**src/rtl/id_hazard_stage.sv**
```systemverilog
// id_hazard_stage: RV32I decode stage with a write-back scoreboard hazard unit
// and a registered ID/EX output entry.
// Optional feature macro: ID_FORWARD_EN (load-use hazards only; EX/MEM forwarding assumed).
module id_hazard_stage #(
  parameter int unsigned XLEN     = 32,
  parameter int unsigned REGW     = 5,
  parameter int unsigned WB_DEPTH = 3
) (
  input  logic            clk,
  input  logic            reset,
  input  logic            in_valid,
  output logic            in_ready,
  input  logic [31:0]     in_instr,
  input  logic [XLEN-1:0] in_pc,
  input  logic            flush,
  output logic            out_valid,
  input  logic            out_ready,
  output logic [XLEN-1:0] out_pc,
  output logic [6:0]      out_opcode,
  output logic [2:0]      out_func3,
  output logic            out_func7b5,
  output logic [REGW-1:0] out_rs1,
  output logic [REGW-1:0] out_rs2,
  output logic [REGW-1:0] out_rd,
  output logic            out_regwrite,
  output logic [XLEN-1:0] out_imm,
  output logic            out_illegal,
  output logic            stall
);

  localparam logic [6:0] OPC_OP     = 7'b0110011;
  localparam logic [6:0] OPC_OPIMM  = 7'b0010011;
  localparam logic [6:0] OPC_LOAD   = 7'b0000011;
  localparam logic [6:0] OPC_STORE  = 7'b0100011;
  localparam logic [6:0] OPC_BRANCH = 7'b1100011;
  localparam logic [6:0] OPC_JALR   = 7'b1100111;
  localparam logic [6:0] OPC_JAL    = 7'b1101111;
  localparam logic [6:0] OPC_LUI    = 7'b0110111;
  localparam logic [6:0] OPC_AUIPC  = 7'b0010111;

  logic [6:0]            opcode;
  logic                  use_rs1, use_rs2, wr_rd, dec_illegal;
  logic [31:0]           imm32;
  logic [REGW-1:0]       dec_rs1, dec_rs2, dec_rd;
  logic                  dec_rw;
  logic [1:0][REGW-1:0]  rs_use;
  logic                  hit, hazard, accept, xfer;

  logic                  out_valid_q, out_valid_d;
  logic [XLEN-1:0]       out_pc_q, out_imm_q;
  logic [6:0]            out_opcode_q;
  logic [2:0]            out_func3_q;
  logic                  out_f7_q, out_rw_q, out_ill_q;
  logic [REGW-1:0]       out_rs1_q, out_rs2_q, out_rd_q;

  logic [WB_DEPTH-1:0]            sb_v_q;
  logic [WB_DEPTH-1:0][REGW-1:0]  sb_rd_q;

`ifdef ID_FORWARD_EN
  logic                  dec_is_load;
  logic                  out_ld_q;
  logic [WB_DEPTH-1:0]   sb_ld_q;
  assign dec_is_load = (opcode == OPC_LOAD);
`endif

  assign opcode = in_instr[6:0];

  // Operand use, rd write and immediate format per opcode
  always_comb begin
    use_rs1     = 1'b0;
    use_rs2     = 1'b0;
    wr_rd       = 1'b0;
    dec_illegal = 1'b0;
    imm32       = 32'd0;
    case (opcode)
      OPC_OP: begin
        use_rs1 = 1'b1;
        use_rs2 = 1'b1;
        wr_rd   = 1'b1;
      end
      OPC_OPIMM, OPC_LOAD, OPC_JALR: begin
        use_rs1 = 1'b1;
        wr_rd   = 1'b1;
        imm32   = {{20{in_instr[31]}}, in_instr[31:20]};
      end
      OPC_STORE: begin
        use_rs1 = 1'b1;
        use_rs2 = 1'b1;
        imm32   = {{20{in_instr[31]}}, in_instr[31:25], in_instr[11:7]};
      end
      OPC_BRANCH: begin
        use_rs1 = 1'b1;
        use_rs2 = 1'b1;
        imm32   = {{19{in_instr[31]}}, in_instr[31], in_instr[7],
                   in_instr[30:25], in_instr[11:8], 1'b0};
      end
      OPC_LUI, OPC_AUIPC: begin
        wr_rd = 1'b1;
        imm32 = {in_instr[31:12], 12'd0};
      end
      OPC_JAL: begin
        wr_rd = 1'b1;
        imm32 = {{11{in_instr[31]}}, in_instr[31], in_instr[19:12],
                 in_instr[20], in_instr[30:21], 1'b0};
      end
      default: dec_illegal = 1'b1;
    endcase
  end

  assign dec_rs1 = use_rs1 ? REGW'(in_instr[19:15]) : '0;
  assign dec_rs2 = use_rs2 ? REGW'(in_instr[24:20]) : '0;
  assign dec_rw  = wr_rd && (in_instr[11:7] != 5'd0);
  assign dec_rd  = dec_rw ? REGW'(in_instr[11:7]) : '0;
  assign rs_use  = {dec_rs2, dec_rs1};

  // Match used source registers against the output entry and in-flight writes
  always_comb begin
    hit = 1'b0;
    for (int unsigned i = 0; i < 2; i++) begin
      if (rs_use[i] != '0) begin
`ifdef ID_FORWARD_EN
        if (out_valid_q && out_rw_q && out_ld_q && (out_rd_q == rs_use[i])) hit = 1'b1;
        if (sb_v_q[0] && sb_ld_q[0] && (sb_rd_q[0] == rs_use[i])) hit = 1'b1;
`else
        if (out_valid_q && out_rw_q && (out_rd_q == rs_use[i])) hit = 1'b1;
        for (int unsigned k = 0; k < WB_DEPTH; k++) begin
          if (sb_v_q[k] && (sb_rd_q[k] == rs_use[i])) hit = 1'b1;
        end
`endif
      end
    end
  end

  assign hazard   = in_valid && hit;
  assign stall    = hazard;
  assign in_ready = !flush && !hazard && (!out_valid_q || out_ready);
  assign accept   = in_valid && in_ready;
  assign xfer     = out_valid_q && out_ready && !flush;

  // Output-entry occupancy: flush kills, accept fills, transfer without refill leaves a bubble
  always_comb begin
    out_valid_d = out_valid_q;
    if (flush)          out_valid_d = 1'b0;
    else if (accept)    out_valid_d = 1'b1;
    else if (out_ready) out_valid_d = 1'b0;
  end

  // ID/EX register; payload only changes when a new instruction is accepted
  always_ff @(posedge clk or negedge reset) begin
    if (!reset) begin
      out_valid_q  <= 1'b0;
      out_pc_q     <= '0;
      out_opcode_q <= '0;
      out_func3_q  <= '0;
      out_f7_q     <= 1'b0;
      out_rs1_q    <= '0;
      out_rs2_q    <= '0;
      out_rd_q     <= '0;
      out_rw_q     <= 1'b0;
      out_imm_q    <= '0;
      out_ill_q    <= 1'b0;
`ifdef ID_FORWARD_EN
      out_ld_q     <= 1'b0;
`endif
    end else begin
      out_valid_q <= out_valid_d;
      if (accept) begin
        out_pc_q     <= in_pc;
        out_opcode_q <= opcode;
        out_func3_q  <= in_instr[14:12];
        out_f7_q     <= in_instr[30];
        out_rs1_q    <= dec_rs1;
        out_rs2_q    <= dec_rs2;
        out_rd_q     <= dec_rd;
        out_rw_q     <= dec_rw;
        out_imm_q    <= XLEN'($signed(imm32));
        out_ill_q    <= dec_illegal;
`ifdef ID_FORWARD_EN
        out_ld_q     <= dec_is_load;
`endif
      end
    end
  end

  // Scoreboard shift line: slot 0 takes the transferring writer, older slots age out
  always_ff @(posedge clk or negedge reset) begin
    if (!reset) begin
      sb_v_q  <= '0;
      sb_rd_q <= '0;
`ifdef ID_FORWARD_EN
      sb_ld_q <= '0;
`endif
    end else begin
      sb_v_q[0]  <= xfer && out_rw_q;
      sb_rd_q[0] <= out_rd_q;
`ifdef ID_FORWARD_EN
      sb_ld_q[0] <= out_ld_q;
`endif
      for (int unsigned k = WB_DEPTH - 1; k > 0; k--) begin
        sb_v_q[k]  <= sb_v_q[k-1];
        sb_rd_q[k] <= sb_rd_q[k-1];
`ifdef ID_FORWARD_EN
        sb_ld_q[k] <= sb_ld_q[k-1];
`endif
      end
    end
  end

  assign out_valid    = out_valid_q;
  assign out_pc       = out_pc_q;
  assign out_opcode   = out_opcode_q;
  assign out_func3    = out_func3_q;
  assign out_func7b5  = out_f7_q;
  assign out_rs1      = out_rs1_q;
  assign out_rs2      = out_rs2_q;
  assign out_rd       = out_rd_q;
  assign out_regwrite = out_rw_q;
  assign out_imm      = out_imm_q;
  assign out_illegal  = out_ill_q;

endmodule

```
**config.mk**
```make
export PLATFORM = sky130hd
export DESIGN_NAME = id_hazard_stage
export DESIGN_NICKNAME = d
export VERILOG_FILES = /design/src/rtl/id_hazard_stage.sv
export SDC_FILE = /design/constraint.sdc
export NUM_CORES = 1
export LEC_CHECK = 0
export CAP_MARGIN = 20
export CORE_MARGIN = 3
export CORE_UTILIZATION = 35
export CTS_BUF_LIST = sky130_fd_sc_hd__clkbuf_4 sky130_fd_sc_hd__clkbuf_8
export CTS_CLUSTER_DIAMETER = 80
export DETAILED_ROUTE_END_ITERATION = 6
export GPL_TIMING_DRIVEN = 0
export HOLD_SLACK_MARGIN = 0.1
export MAX_ROUTING_LAYER = met4
export RECOVER_POWER = 50
export SYNTH_ARGS = -nofsm -noshare
export SYNTH_HDL_FRONTEND = slang
export SYNTH_SLANG_ARGS = --single-unit
```
**constraint.sdc**
```tcl
create_clock -name clk -period 1.95 [get_ports clk]
set_input_delay 0.195 -clock clk [delete_from_list [all_inputs] [get_ports clk]]
set_output_delay 0.195 -clock clk [all_outputs]
set_load 0.005 [all_outputs]
```
* Yosys cells after proc, flatten, opt, wreduce, memory -nomap -nowiden
Cells that the tools add are included.
** Cells by class
- Eq/ne operators :: 17
- Multiplexer cells :: 21
- Reductions and logical operators :: 31
** Operators with widths (count)
- case mux 32 bit (5 select lines) :: 1
- equality test 5 bit :: 8
- equality test 7 x 6 -> 1 bit (second input constant) :: 3
- equality test 7 bit (second input constant) :: 3
- logical AND 1 bit :: 17
- 2-to-1 mux 1 bit :: 17
- 2-to-1 mux 5 bit :: 3
- nonzero test 5 bit :: 3
- equality test 7 x 5 -> 1 bit (second input constant) :: 2
- OR reduction 9 bit :: 1
- equality test 7 x 2 -> 1 bit (second input constant) :: 1
- OR reduction 7 bit :: 1
- OR reduction 3 bit :: 2
- OR reduction 6 bit :: 1
- zero test 1 bit :: 3
- nonzero test 3 bit :: 1
- OR reduction 2 bit :: 1
- logical OR 1 bit :: 1
** Word-level totals
- Output and inout bits :: 95
- Word-level logic and storage cells :: 84
- Register bits after elaboration :: 111
- Input bits :: 69

* Depth between registers and ports, before layout
- Depth in word-level cells :: 23
- Depth in mapped cells :: 11
- Gate-level depth less buffers :: 7

* Least setup slack after synthesis
Ideal clock, no wire load.
- Path type :: input to register
- From :: input port in_instr[3]
- To :: register out_func3_q[0], in the netlist out_func3[0]
- Path buffers :: 3
- Data required time :: 1.825 ns
- Data arrival time :: 2.191 ns
- Setup slack :: -0.366 ns
- Setup time :: 0.125 ns
- Cell stages on the path :: 10
- Cells stage by stage :: buf_6 and4bb_1 nand3_1 xnor2_1 or4_4 o22ai_2 a211oi_2 buf_6 buf_6 mux2_4
** On the way
- Cells in the longest elaborated chain, start to end :: 21
- Elaborated cells between the ends (all ways) :: 45
- Classes of those cells :: eq/ne: 14; mux: 14; reduce/logical: 17
** RTL lines
- start: declaration :: line 13 : input logic [31:0] in_instr,
- equality test 7 bit (tied with other cells) :: line 75 : case (opcode)
- OR reduction 6 bit (no line)
- 2-to-1 mux 1 bit :: line 75
- 2-to-1 mux 5 bit :: line 110 : assign dec_rs1 = use_rs1 ? REGW'(in_instr[19:15]) : '0;
- equality test 5 bit :: line 125 : if (out_valid_q && out_rw_q && (out_rd_q == rs_use[i])) hit = 1'b1;
- logical AND 1 bit :: line 125
- 2-to-1 mux 1 bit :: line 125
- 2-to-1 mux 1 bit (3 in a row) :: line 127 : if (sb_v_q[k] && (sb_rd_q[k] == rs_use[i])) hit = 1'b1;
- 2-to-1 mux 1 bit :: line 120 : if (rs_use[i] != '0) begin
- 2-to-1 mux 1 bit :: line 125
- 2-to-1 mux 1 bit (3 in a row) :: line 127
- 2-to-1 mux 1 bit * :: line 120
- logical AND 1 bit * :: line 134 : assign hazard = in_valid && hit;
- zero test 1 bit * :: line 136 : assign in_ready = !flush && !hazard && (!out_valid_q || out_ready);
- logical AND 1 bit * (2 in a row) :: line 136
- logical AND 1 bit * :: line 137 : assign accept = in_valid && in_ready;
- end signal: assignment :: line 170 : out_func3_q <= in_instr[14:12];
- end: declaration :: line 52 : logic [2:0] out_func3_q;
Mark *: on every way between the ends. The rest lies on a longest branch, timed or not.
A chain may end at the register's enable or synchronous reset.

* Worst setup path in the final report
- From :: input port in_instr[6]
- To :: register out_pc_q[27], in the netlist out_pc[27]
** On the way
- Cells in the longest elaborated chain, start to end :: 21
- Elaborated cells between the ends (all ways) :: 45
- Classes of those cells :: eq/ne: 14; mux: 14; reduce/logical: 17
** RTL lines
- equality test 7 bit (tied with other cells) :: line 75
- OR reduction 6 bit (no line)
- 2-to-1 mux 1 bit :: line 75
- 2-to-1 mux 5 bit :: line 110
- equality test 5 bit :: line 125
- logical AND 1 bit :: line 125
- 2-to-1 mux 1 bit :: line 125
- 2-to-1 mux 1 bit (3 in a row) :: line 127
- 2-to-1 mux 1 bit :: line 120
- 2-to-1 mux 1 bit :: line 125
- 2-to-1 mux 1 bit (3 in a row) :: line 127
- 2-to-1 mux 1 bit * :: line 120
- logical AND 1 bit * :: line 134
- zero test 1 bit * :: line 136
- logical AND 1 bit * (2 in a row) :: line 136
- logical AND 1 bit * :: line 137
- end signal: assignment :: line 168 : out_pc_q <= in_pc;
- end: declaration :: line 50 : logic [XLEN-1:0] out_pc_q, out_imm_q;
Marks and branches as above.

==> results.py <==
metrics = {
    "layout": {
        "antenna_cells": 0,
        "multi_input_area_um2": 2740,
        "fin_area_um2": 8350,
        "area_growth_pct": 47.4,
        "fillCellCount": 1373,
        "ff_latch_area_um2": 2790,
        "nets": 768,
        "drive_above_1_share_pct": 26.7,
        "post-route-util_pct": 53.7,
    },
    "clock_network": {
        "clk_latency_ns": 0.40,
        "numCtsBuffers": 9,
        "root_buffer": "clkbuf_8",
        "cts_tree": "done",
        "clk_pin_slew_ns": 0.11,
        "clock_path_buffers": 2,
        "cts.sinks": 111,
        "cts.htree.levels": 3,
    },
    "die": {
        "core_area_um2": 15500,
        "die_w_um": 133,
        "die_area_um2": 17700,
        "rows": 45,
        "start_util_pct": 36.4,
        "io_pins": 164,
        "die_y_um": 133,
    },
    "placed_design": {
        "dpl.hpwl_um": 12600,
        "numPortBuffers": 154,
        "place_area_um2": 7540,
        "place_ws_ns": -1.50,
        "routabilityCongestion": 0.913,
    },
    "setup_path": {
        "worstSetupStartpointType": "input port",
        "required_ns": 2.24,
        "worstPathArrival_ns": 2.91,
        "worst-setup-path-type": "input port to flip-flop",
        "path_max_fanout": 10,
        "end_kind": "flip-flop",
    },
    "status": {
        "violations": "negative setup slack",
        "status": "complete, but fails checks",
    },
    "route": {
        "vias_per_cell": 5.17,
        "drc": 0,
        "avgRoutedWirePerCell_um": 19.7,
        "drtIter0Drc": 299,
        "drtPass1Iterations": 5,
        "dr_total_vias": 4733,
        "ant_nets": 0,
        "routed_wl_um": 18000,
    },
    "timing": {
        "period_needed_ns": 2.62,
        "tightest_slew_ns": 1.03,
        "setup_viol": 95,
        "fin_crit_sh_pct": 134,
        "fin_ws_ns": -0.668,
        "finClkSkew_ns": 0.00525,
        "maxSlewHeadroom_pct": 31.0,
        "drv_slew": 0,
        "finalHoldViolCount": 0,
        "max_freq_mhz": 382,
        "grt_setup_unrepaired": "true",
    },
    "synth": {
        "synth_seq_cells": 111,
        "synth_area_leader_cell": "dfrtp_1",
        "synth_top_area_share_pct": 49.0,
        "yosysWarningCount": 0,
        "synth.avg_cell_area_um2": 11.6,
        "synthesis.area_um2": 5660,
        "synth_edf_count": 0,
        "synthesis.instances": 489,
        "ys_types": 55,
        "synth_nets": 558,
        "synthTopCellsByArea": "dfrtp_1 49%, mux2_4 13%, mux2i_1 4.9%",
        "yosysSeqAreaShare_pct": 49.0,
        "ys.flop_type": "dfrtp_1",
        "async_flop_share_pct": 100,
    },
    "global_route": {
        "gr-total-overflow": 0,
        "grt_max_degree": 58,
        "grt_pass1_wl_um": 27400,
        "grt_antenna_before_repair": 0,
        "grt.total_usage_pct": 20.3,
        "grt_pass1_vias": 4764,
    },
    "pwr": {
        "p_sw_uw": 1510,
        "seqPwrFrac_pct": 49.2,
        "swShare_pct": 28.3,
        "ir_drop_mv": 0.350,
        "power_density_nw_per_um2": 638,
        "p_comb_share_pct": 24.7,
        "p_int_uw": 3820,
        "p_leak_uw": 0.00355,
        "clkPwrFrac_pct": 26.1,
    },
    "hold_path": {
        "hold_class": "input port to flip-flop",
    },
    "run": {
        "maxCapViolations": 0,
    },
}
-- routing by layer --
metal / vias to the layer above / part of all wire, % / global-route usage [%]
met1: 2364 / 45 / 27.2
met3: 34 / 6.5 / 4.12
met2: 194 / 46 / 31.0
met4: 0 / 2.1 / 6.57
met5: - / 0 / -
li1: 2141 / - / -
-- flip-flops by register name, indices dropped and copies added, names as in the netlist, 5 cells and up --
register / flops
out_rd: 5
out_rs2: 5
out_pc: 32
out_rs1: 5
sb_rd_q: 15
out_imm: 32
out_opcode: 7
-- synthesized netlist by cell type (all sizes together) (6+ instances only) --
| cell | count |
|---|---|
| inv | 34 |
| mux2i | 28 |
| nor2 | 17 |
| mux2 | 60 |
| a21oi | 20 |
| xnor2 | 14 |
| clkbuf | 13 |
| xor2 | 8 |
| dfrtp | 111 |
| buf | 21 |
| a31oi | 7 |
| o22ai | 7 |
| nand2b | 7 |
| nand2 | 48 |
| nand4 | 9 |
| o21ai | 6 |
-- cell families after synthesis --
| family | after synthesis | share of synthesized area [%] |
|---|---|---|
| AOI/OAI and AO/OA | 78 | 10.1 |
| DFF | 111 | 49.0 |
| and+or+nand+nor | 122 | 11.4 |
| xor gates and xnor gates | 22 | 3.40 |
| buffers and inverters | 68 | 5.96 |
| muxes | 88 | 20.1 |
-- through the flow --
step,TNS [ns],hold slack [ns],power (uW),std cells
2_1_floorplan,-24.46,-0.101,3190,489
3_3_place_gp,-530.69,0.408,3870,854
3_5_place_dp,-128.93,0.309,3900,855
4_1_cts,-46.52,0.109,5350,899
5_1_grt,-63.06,0.123,5560,915
6_report,-56.91,0.137,5330,915
-- critical path: stages --
cell and delay (ns):
clkdlybuf4s15_2 0.23, or2_2 0.30, buf_2 0.18, a21oi_4 0.28, a21oi_1 0.12, o2111ai_1 0.24, nand4_1 0.17, buf_4 0.18
a211oi_4 0.30, buf_6 0.21, buf_8 0.17, mux2_4 0.31
-- area by class of cell --
cell class	instances	share of cell area, %
Buffer	32	3.45
Clock buffer	9	1.48
Clock inverter	7	0.824
Inverter	34	1.53
Multi-Input combinational cell	310	32.8
Sequential cell	111	33.4
Tap cell	211	3.16
Timing Repair Buffer	201	23.4
-- path summary, 6_finish.rpt --
path,startpoint,to,cells after the start,slack [ns]
max,in_instr[6],out_pc[27],12,-0.67
min in group asynchronous,reset,out_pc[28],2,0.40
max reg2reg,sb_rd_q[9],out_pc[27],11,-0.64
min,in_instr[5],out_opcode[5],2,0.14
max in group asynchronous,reset,sb_v_q[0],3,0.80
min reg2reg,sb_v_q[1],sb_v_q[2],0,0.42
-- cell usage in the layout, fill, tap and decap left out, types with 8 or more instances in the layout --
cell	count
clkdlybuf4s50_1	145
dfrtp_1	104
mux2_4	53
nand2_1	48
buf_4	35
inv_1	34
mux2i_1	28
buf_6	19
a21oi_1	17
nor2_1	16
xnor2_1	13
clkbuf_8	10
nand4_1	9
clkbuf_1	8
xor2_1	8
-- power groups by stage --
stage / clock, uW / combinational [uW] / sequential, uW
after floorplan: 0 / 515 / 2670
after CTS: 1430 / 1290 / 2630
after global placement: 0 / 1210 / 2660
after detailed placement: 0 / 1230 / 2670
final: 1390 / 1320 / 2620
after global routing: 1520 / 1390 / 2650
-- timing repair --
item	in CTS	in global routing
endpoints found under the hold margin	55	0
setup buffers	27	15
gates resized for setup	65	33
setup endpoints to repair	95	95
hold buffers	2	0
pin swaps	19	8
cloned	1	1
No activity file was read; power rests on OpenSTA's default activity.
